===== config.mk =====
export PLATFORM = sky130hd
export DESIGN_NAME = game_ctrl_fsm
export DESIGN_NICKNAME = d
export VERILOG_FILES = /design/src/rtl/game_ctrl_fsm.sv
export SDC_FILE = /design/constraint.sdc
export NUM_CORES = 1
export LEC_CHECK = 0
export BUFFER_PORTS_ARGS = -buffer_cell sky130_fd_sc_hd__buf_2
export CORE_ASPECT_RATIO = 1.1
export CORE_MARGIN = 2
export CORE_UTILIZATION = 59
export DETAILED_ROUTE_END_ITERATION = 16
export PLACE_DENSITY = 0.8
export SLEW_MARGIN = 20
export SYNTH_ARGS = -nofsm -noshare
export SYNTH_HDL_FRONTEND = slang
export SYNTH_SLANG_ARGS = --single-unit
export TNS_END_PERCENT = 20

===== constraint.sdc =====
create_clock -name clk -period 4.1 [get_ports clk]
set_input_delay 1.025 -clock clk [delete_from_list [all_inputs] [get_ports clk]]
set_output_delay 1.025 -clock clk [all_outputs]
set_load 0.005 [all_outputs]

===== src/rtl/game_ctrl_fsm.sv =====
// Game sequencer: owns game_state, generates the one-cycle scroll tick (game_clk),
// and keeps score, high score and the shrinking tick period.
module game_ctrl_fsm #(
    parameter int INIT_PERIOD   = 500000,
    parameter int MIN_PERIOD    = 200000,
    parameter int PERIOD_STEP   = 25000,
    parameter int SCORE_DIV     = 10,
    parameter int SPEEDUP_EVERY = 100,
    parameter int SCORE_MAX     = 9999,
    parameter int RESET_CYCLES  = 4
) (
    input  logic        clk,
    input  logic        rst,
    input  logic        jump_btn,
    input  logic        collision,
    output logic [1:0]  game_state,
    output logic        game_clk,
    output logic [13:0] score,
    output logic [13:0] high_score,
    output logic [19:0] period
);

    localparam int DIV_W = (SCORE_DIV > 1) ? $clog2(SCORE_DIV) : 1;
    localparam int SPD_W = (SPEEDUP_EVERY > 1) ? $clog2(SPEEDUP_EVERY) : 1;
    localparam int RST_W = (RESET_CYCLES > 1) ? $clog2(RESET_CYCLES) : 1;

    localparam logic [DIV_W-1:0] DIV_LAST = DIV_W'(SCORE_DIV - 1);
    localparam logic [SPD_W-1:0] SPD_LAST = SPD_W'(SPEEDUP_EVERY - 1);
    localparam logic [RST_W-1:0] RST_LAST = RST_W'(RESET_CYCLES - 1);
    localparam logic [19:0]      P_INIT   = 20'(INIT_PERIOD);
    localparam logic [19:0]      P_MIN    = 20'(MIN_PERIOD);
    localparam logic [19:0]      P_STEP   = 20'(PERIOD_STEP);
    localparam logic [19:0]      P_FLOOR  = 20'(MIN_PERIOD + PERIOD_STEP);
    localparam logic [13:0]      S_MAX    = 14'(SCORE_MAX);

    // Encoding is shared with the renderers; all four codes are legal.
    typedef enum logic [1:0] {
        ST_INIT  = 2'd0,
        ST_START = 2'd1,
        ST_END   = 2'd2,
        ST_RESET = 2'd3
    } state_t;

    state_t            state_q, state_d;
    logic              btn_q;
    logic              game_clk_q, game_clk_d;
    logic [19:0]       cnt_q, cnt_d;
    logic [19:0]       period_q, period_d;
    logic [DIV_W-1:0]  div_q, div_d;
    logic [SPD_W-1:0]  spd_q, spd_d;
    logic [RST_W-1:0]  rcnt_q, rcnt_d;
    logic [13:0]       score_q, score_d;
    logic [13:0]       high_q, high_d;
    logic              btn_rise;
    logic              tick;

    always_comb begin
        state_d    = state_q;
        game_clk_d = 1'b0;
        cnt_d      = cnt_q;
        period_d   = period_q;
        div_d      = div_q;
        spd_d      = spd_q;
        rcnt_d     = rcnt_q;
        score_d    = score_q;
        high_d     = high_q;
        btn_rise   = jump_btn & ~btn_q;
        tick       = (cnt_q == period_q - 20'd1);

        case (state_q)
            ST_INIT: begin
                cnt_d = '0;
                div_d = '0;
                if (btn_rise) state_d = ST_START;
            end
            ST_START: begin
                if (collision) begin
                    state_d = ST_END;
                    high_d  = (score_q > high_q) ? score_q : high_q;
                end else if (tick) begin
                    cnt_d      = '0;
                    game_clk_d = 1'b1;
                    if (div_q == DIV_LAST) begin
                        div_d = '0;
                        // Speed-up rides on score increments, so it stops with saturation.
                        if (score_q < S_MAX) begin
                            score_d = score_q + 14'd1;
                            if (spd_q == SPD_LAST) begin
                                spd_d    = '0;
                                period_d = (period_q >= P_FLOOR) ? period_q - P_STEP : P_MIN;
                            end else begin
                                spd_d = spd_q + 1'b1;
                            end
                        end
                    end else begin
                        div_d = div_q + 1'b1;
                    end
                end else begin
                    cnt_d = cnt_q + 20'd1;
                end
            end
            ST_END: begin
                if (btn_rise) begin
                    state_d  = ST_RESET;
                    score_d  = '0;
                    period_d = P_INIT;
                    cnt_d    = '0;
                    div_d    = '0;
                    spd_d    = '0;
                    rcnt_d   = '0;
                end
            end
            default: begin
                score_d  = '0;
                period_d = P_INIT;
                cnt_d    = '0;
                div_d    = '0;
                spd_d    = '0;
                if (rcnt_q == RST_LAST) begin
                    state_d = ST_INIT;
                    rcnt_d  = '0;
                end else begin
                    rcnt_d = rcnt_q + 1'b1;
                end
            end
        endcase
    end

    always_ff @(posedge clk) begin
        if (!rst) begin
            state_q    <= ST_INIT;
            btn_q      <= 1'b0;
            game_clk_q <= 1'b0;
            cnt_q      <= '0;
            period_q   <= P_INIT;
            div_q      <= '0;
            spd_q      <= '0;
            rcnt_q     <= '0;
            score_q    <= '0;
            high_q     <= '0;
        end else begin
            state_q    <= state_d;
            btn_q      <= jump_btn;
            game_clk_q <= game_clk_d;
            cnt_q      <= cnt_d;
            period_q   <= period_d;
            div_q      <= div_d;
            spd_q      <= spd_d;
            rcnt_q     <= rcnt_d;
            score_q    <= score_d;
            high_q     <= high_d;
        end
    end

    assign game_state = state_q;
    assign game_clk   = game_clk_q;
    assign score      = score_q;
    assign high_score = high_q;
    assign period     = period_q;

endmodule

[Yosys cells after proc, flatten, opt, wreduce, memory -nomap -nowiden]
Index checks and enable logic that the tools add are counted.
Word-level totals
  bits in registers: 85
  input port bits: 4
  output and inout bits: 51
  logic and storage cells: 90
Operators by class
  add/sub/neg operators: 7
  $lt $le $gt $ge: 3
  equality and inequality tests: 14
  mux-type cells: 39
  bitwise logic cells: 6
  reduce and logical (&&, ||, !) cells: 11
Operators by type and width (number)
  20-bit 2-to-1 mux: 10
  14-bit 2-to-1 mux: 5
  20-bit one-hot mux with 3 select lines: 1
  7-bit 2-to-1 mux: 6
  14-bit one-hot mux with 3 select lines: 1
  20-bit one-hot mux with 2 select lines: 1
  7-bit one-hot mux with 3 select lines: 1
  20-bit by 1-bit adder with 20-bit output (second input constant): 1
  20-bit == test: 1
  20-bit by 18-bit greater-or-equal comparator with 1-bit output (second input constant): 1
  20-bit by 1-bit subtractor with 20-bit output (second input constant): 1
  20-bit by 15-bit subtractor with 20-bit output (second input constant): 1
  4-bit 2-to-1 mux: 4
  2-bit != test (second input constant): 8
  14-bit by 1-bit adder with 14-bit output (second input constant): 1
  14-bit greater-than comparator: 1
  14-bit less-than comparator (second input constant): 1
  2-bit 2-to-1 mux: 6
  4-bit one-hot mux with 2 select lines: 1
  7-bit by 1-bit adder with 7-bit output (second input constant): 1
  7-bit == test (second input constant): 1
  7-bit AND reduction: 1
  2-bit one-hot mux with 3 select lines: 1
  3-bit AND reduction: 2
  other kinds (16): 22

[Logic depth before layout (Yosys ltp)]
  depth in word-level cells: 8
  mapped depth: 13
  mapped depth without buffers: 10

[Least setup slack after synthesis]
No wires, ideal clock.
  path type: reg2reg
  from: reg period_q[3] (netlist: period[3])
  to: reg score_q[11] (netlist: score[11])
  library setup time: 0.071 ns
  arrival time: 3.068 ns
  slack: 0.962 ns
  stages on the path, launching flop included: 12
  clock period less this slack: 3.138 ns
  path through: dfxtp_1 inv_1 ha_1 nor3b_4 nand4_1 or3_1 a2111o_1 nor4_4 o21ai_2 buf_2 or4_1 a21oi_1
On the way
  cells in the longest elaborated chain, start to end: 4
Ends and longest elaborated chain
  from (decl): RTL line 48  | logic [19:0] period_q, period_d;
  from (signal assigned): RTL line 146  | period_q <= period_d;
  20-bit by 1-bit subtractor with 20-bit output: RTL line 68  | tick = (cnt_q == period_q - 20'd1);
  20-bit == test: RTL line 68
  2-bit != test (no line)
  6-bit AND reduction (no line)
  to (signal assigned): RTL line 150  | score_q <= score_d;
  to (decl): RTL line 52  | logic [13:0] score_q, score_d;
Every way passes these cells.
A chain may end at the register's enable or synchronous reset.

[Worst setup path after layout]
  from: reg period_q[3] (netlist: period[3])
  to: reg score_q[12] (netlist: score[12])
Same word-level chain as after synthesis.

==> impl_metrics.ini <==
[routing]
routed_via_density = 6.227
drtIter0Drc = 367
vias = 5000
antenna_left = 0
post-route-drc-count = 0
wirelength_mm = 13.09
dr.pass1.iters = 5
routedWlPerCell_um = 16.30

[timing]
fin_crit_sh_pct = 86.97
min_period_ps = 3566
finalSetupViolCount = 0
setup-tns-final_ps = 0
fmax_mhz = 280.5
slew_violations = 0
rsz0062_at_grt = no
relSlewSlack_pct = 38.36
max_slew.worst_pin.slew_ps = 919.0
finalHoldViolCount = 0
fin_skew_ps = 18.98

[critical_path]
reg2reg_from = period[3]
crit_path_end_kind = register
r2r_end = score[12]
cp.required_ps = 4390
ff2ff_path_depth = 10
worstPathArrival_ps = 3850
reg2reg_slack_ps = 530
path_max_fanout = 21
path_class = register to register
cp-start-kind = register

[global_route]
grt_overflow = 0
grt_first_pass_wirelength_mm = 21.93
grt_antenna_before_repair = 0
grt_max_degree = 44
grt_usage_pct = 28.66
grt_pass1_vias = 4739

[die]
io-pin-count = 55
die_y_um = 101.4
fp.dieArea_um2 = 9391
fp.coreArea_um2 = 8364
num_rows = 35
start_util_pct = 60.88
fp.dieW_um = 92.58

[run_status]
status = complete, no violations

[power_and_ir_drop]
power_density_nw_per_um2 = 449.3
leakage_nw = 2.072
ir_drop_uv = 282.0

[cells_and_area]
drive_above_1_share_pct = 13.01
instances_no_fill = 803
multi_input_area_um2 = 3166
num_antenna_cells = 0
nets = 717
fillers = 756
syn2layout_area_growth_pct = 9.386
regArea_um2 = 1642

[synthesis]
synth_cells = 651
synth_edf_count = 0
async_flop_share_pct = 0
synthFlopType = dfxtp_1
yosysSeqAreaShare_pct = 32.24
synth_cell_types = 58
yosysWarnings = 0
synth_area_um2 = 5092
syn_avg_cell_area_um2 = 7.822
yosys_register_bits = 82

[place]
io_buffers = 51
dp_cells = 787
dp_hpwl_mm = 9.581
place.gp.congestion = 0.9558

[run]
cap_viol_max_count = 0

[cts]
cts_max_level = 3
cts_tree = built
cts.sinks = 82
root_buffer = clkbuf_8
numCtsBuffers = 9
clk_latency_ps = 370
cts_resized = 0
clk_pin_slew_worst_paths_ps = 100
cts_setup_buffers = 0
hold_buffers = 0
clock_path_buffers = 2

[min_path]
hold_path.startpoint = high_score[8]
whs_endpoint = high_score[8]
hold_path.class = register to register
worstHoldPathCells = 2
==> how the worst max path moves through the flow <==
stage / slack [ps] / startpoint / endpoint
floorplan: 960 / period[3] / score[11]
global placement: 540 / jump_btn / period[5]
detailed placement: 440 / jump_btn / period[9]
CTS: 560 / period[3] / score[12]
global route: 250 / period[3] / score[6]
finish: 530 / period[3] / score[12]
==> power breakdown <==
group          leakage (nW)  switching (mW)  internal (mW)
clock                0.0815           0.326          0.241
sequential            0.662           0.117          0.851
combinational          1.33           0.644          0.325
==> per-stage QoR <==
stage / utilization, % / setup WS, ps / cell area [um2] / total power [mW] / hold slack [ps]
6_report: 66.60 / 534.4 / 5570 / 2.503 / 491.3
5_1_grt: 66.60 / 246.5 / 5570 / 2.654 / 506.9
4_1_cts: 66.60 / 562.8 / 5570 / 2.496 / 490.9
3_5_place_dp: 64.38 / 442.4 / 5385 / 1.939 / 478.8
3_3_place_gp: 64.38 / 538.3 / 5385 / 1.905 / 464.8
2_1_floorplan: - / 961.8 / 5100 / 1.677 / 441.9
==> final cells by class <==
class | count | area share, %
multi-input cells | 502 | 56.83
flip-flops and latches | 82 | 29.47
repair buffers | 59 | 5.660
well taps | 111 | 2.493
clock buffers | 10 | 2.471
inverters | 33 | 2.224
clock inverters | 6 | 0.8535
==> worst max-delay path, cell delays in order, from the launching register on <==
cell and delay, ps:
dfxtp_1 370, inv_1 140, ha_1 240, nor3b_4 380, nand4_1 170, or3_1 380, a2111o_1 420, nor4_4 360
o21ai_2 310, or4_1 570, a21oi_1 160
==> cells by family after synthesis <==
group | Yosys count | share of synthesized area [%]
other | 1 | 0.07364
buffers and inverters | 69 | 5.848
adder cells (fa/ha/maj) | 26 | 6.388
multiplexers | 5 | 1.007
AND/OR/NAND/NOR | 277 | 28.21
AO/OA/AOI/OAI | 149 | 19.02
XOR/XNOR | 42 | 7.224
flip-flops | 82 | 32.24
==> Yosys cell counts, types with 8 or more instances <==
library cell / count / area, um2
o31ai_1: 18 / 135.1
clkbuf_1: 21 / 78.83
nand2_1: 59 / 221.5
dfxtp_1: 82 / 1642
xor2_1: 17 / 148.9
nand3_1: 47 / 235.2
nand4_1: 9 / 56.30
nor3_1: 15 / 75.07
and3_1: 14 / 87.58
nand2b_1: 11 / 68.82
or4_1: 14 / 105.1
xnor2_1: 25 / 219.0
ha_1: 26 / 325.3
nor2_1: 64 / 240.2
nor4_1: 9 / 56.30
a21oi_1: 33 / 165.2
o21ai_0: 42 / 210.2
inv_1: 33 / 123.9
or3_1: 8 / 50.05
o211ai_1: 8 / 60.06
==> routing by layer <==
layer | vias to the layer above | routed length, um | track usage (%) | share of wire (%)
met2 | 179 | 6523 | 51.49 | 50
met3 | 29 | 759 | 4.092 | 5.8
met5 | - | 0 | 0 | 0
met1 | 2380 | 5528 | 34.09 | 42
li1 | 2412 | - | - | -
met4 | 0 | 273 | 12.74 | 2.1
==> sequential cells by signal, summed over array words and instances, names as in the netlist <==
name and cells:
cnt_q 20, high_score 14, btn_q 1, spd_q 7
game_clk 1, score 14, period 17, div_q 4
rcnt_q 2, game_state 2
==> layout by cell type (no fill, tap or decap), drive strengths merged, types with 3 or more instances in the layout <==
master    Yosys  final
and4          4      4
a21oi        33     33
nand2        59     59
and2          7      7
a31oi         6      6
clkbuf       21     10
a21o          4      4
dfxtp        82     82
nor3b         4      4
xor2         17     17
ha           26     26
inv          33     35
o211ai        8      8
a211oi        5      5
o21a          6      6
xnor2        25     25
o2111ai       4      4
or4          16     16
buf          15     59
o31ai        18     18
and3         14     14
nor2b         4      4
nor4         12     12
nand3        48     48
clkinvlp      0      4
nor2         64     64
mux2i         4      4
o21ai        45     45
nor3         15     15
nand2b       11     11
conb          1      3
or3           8      8
nand4         9      9
Power figures use the tool's default switching activity.
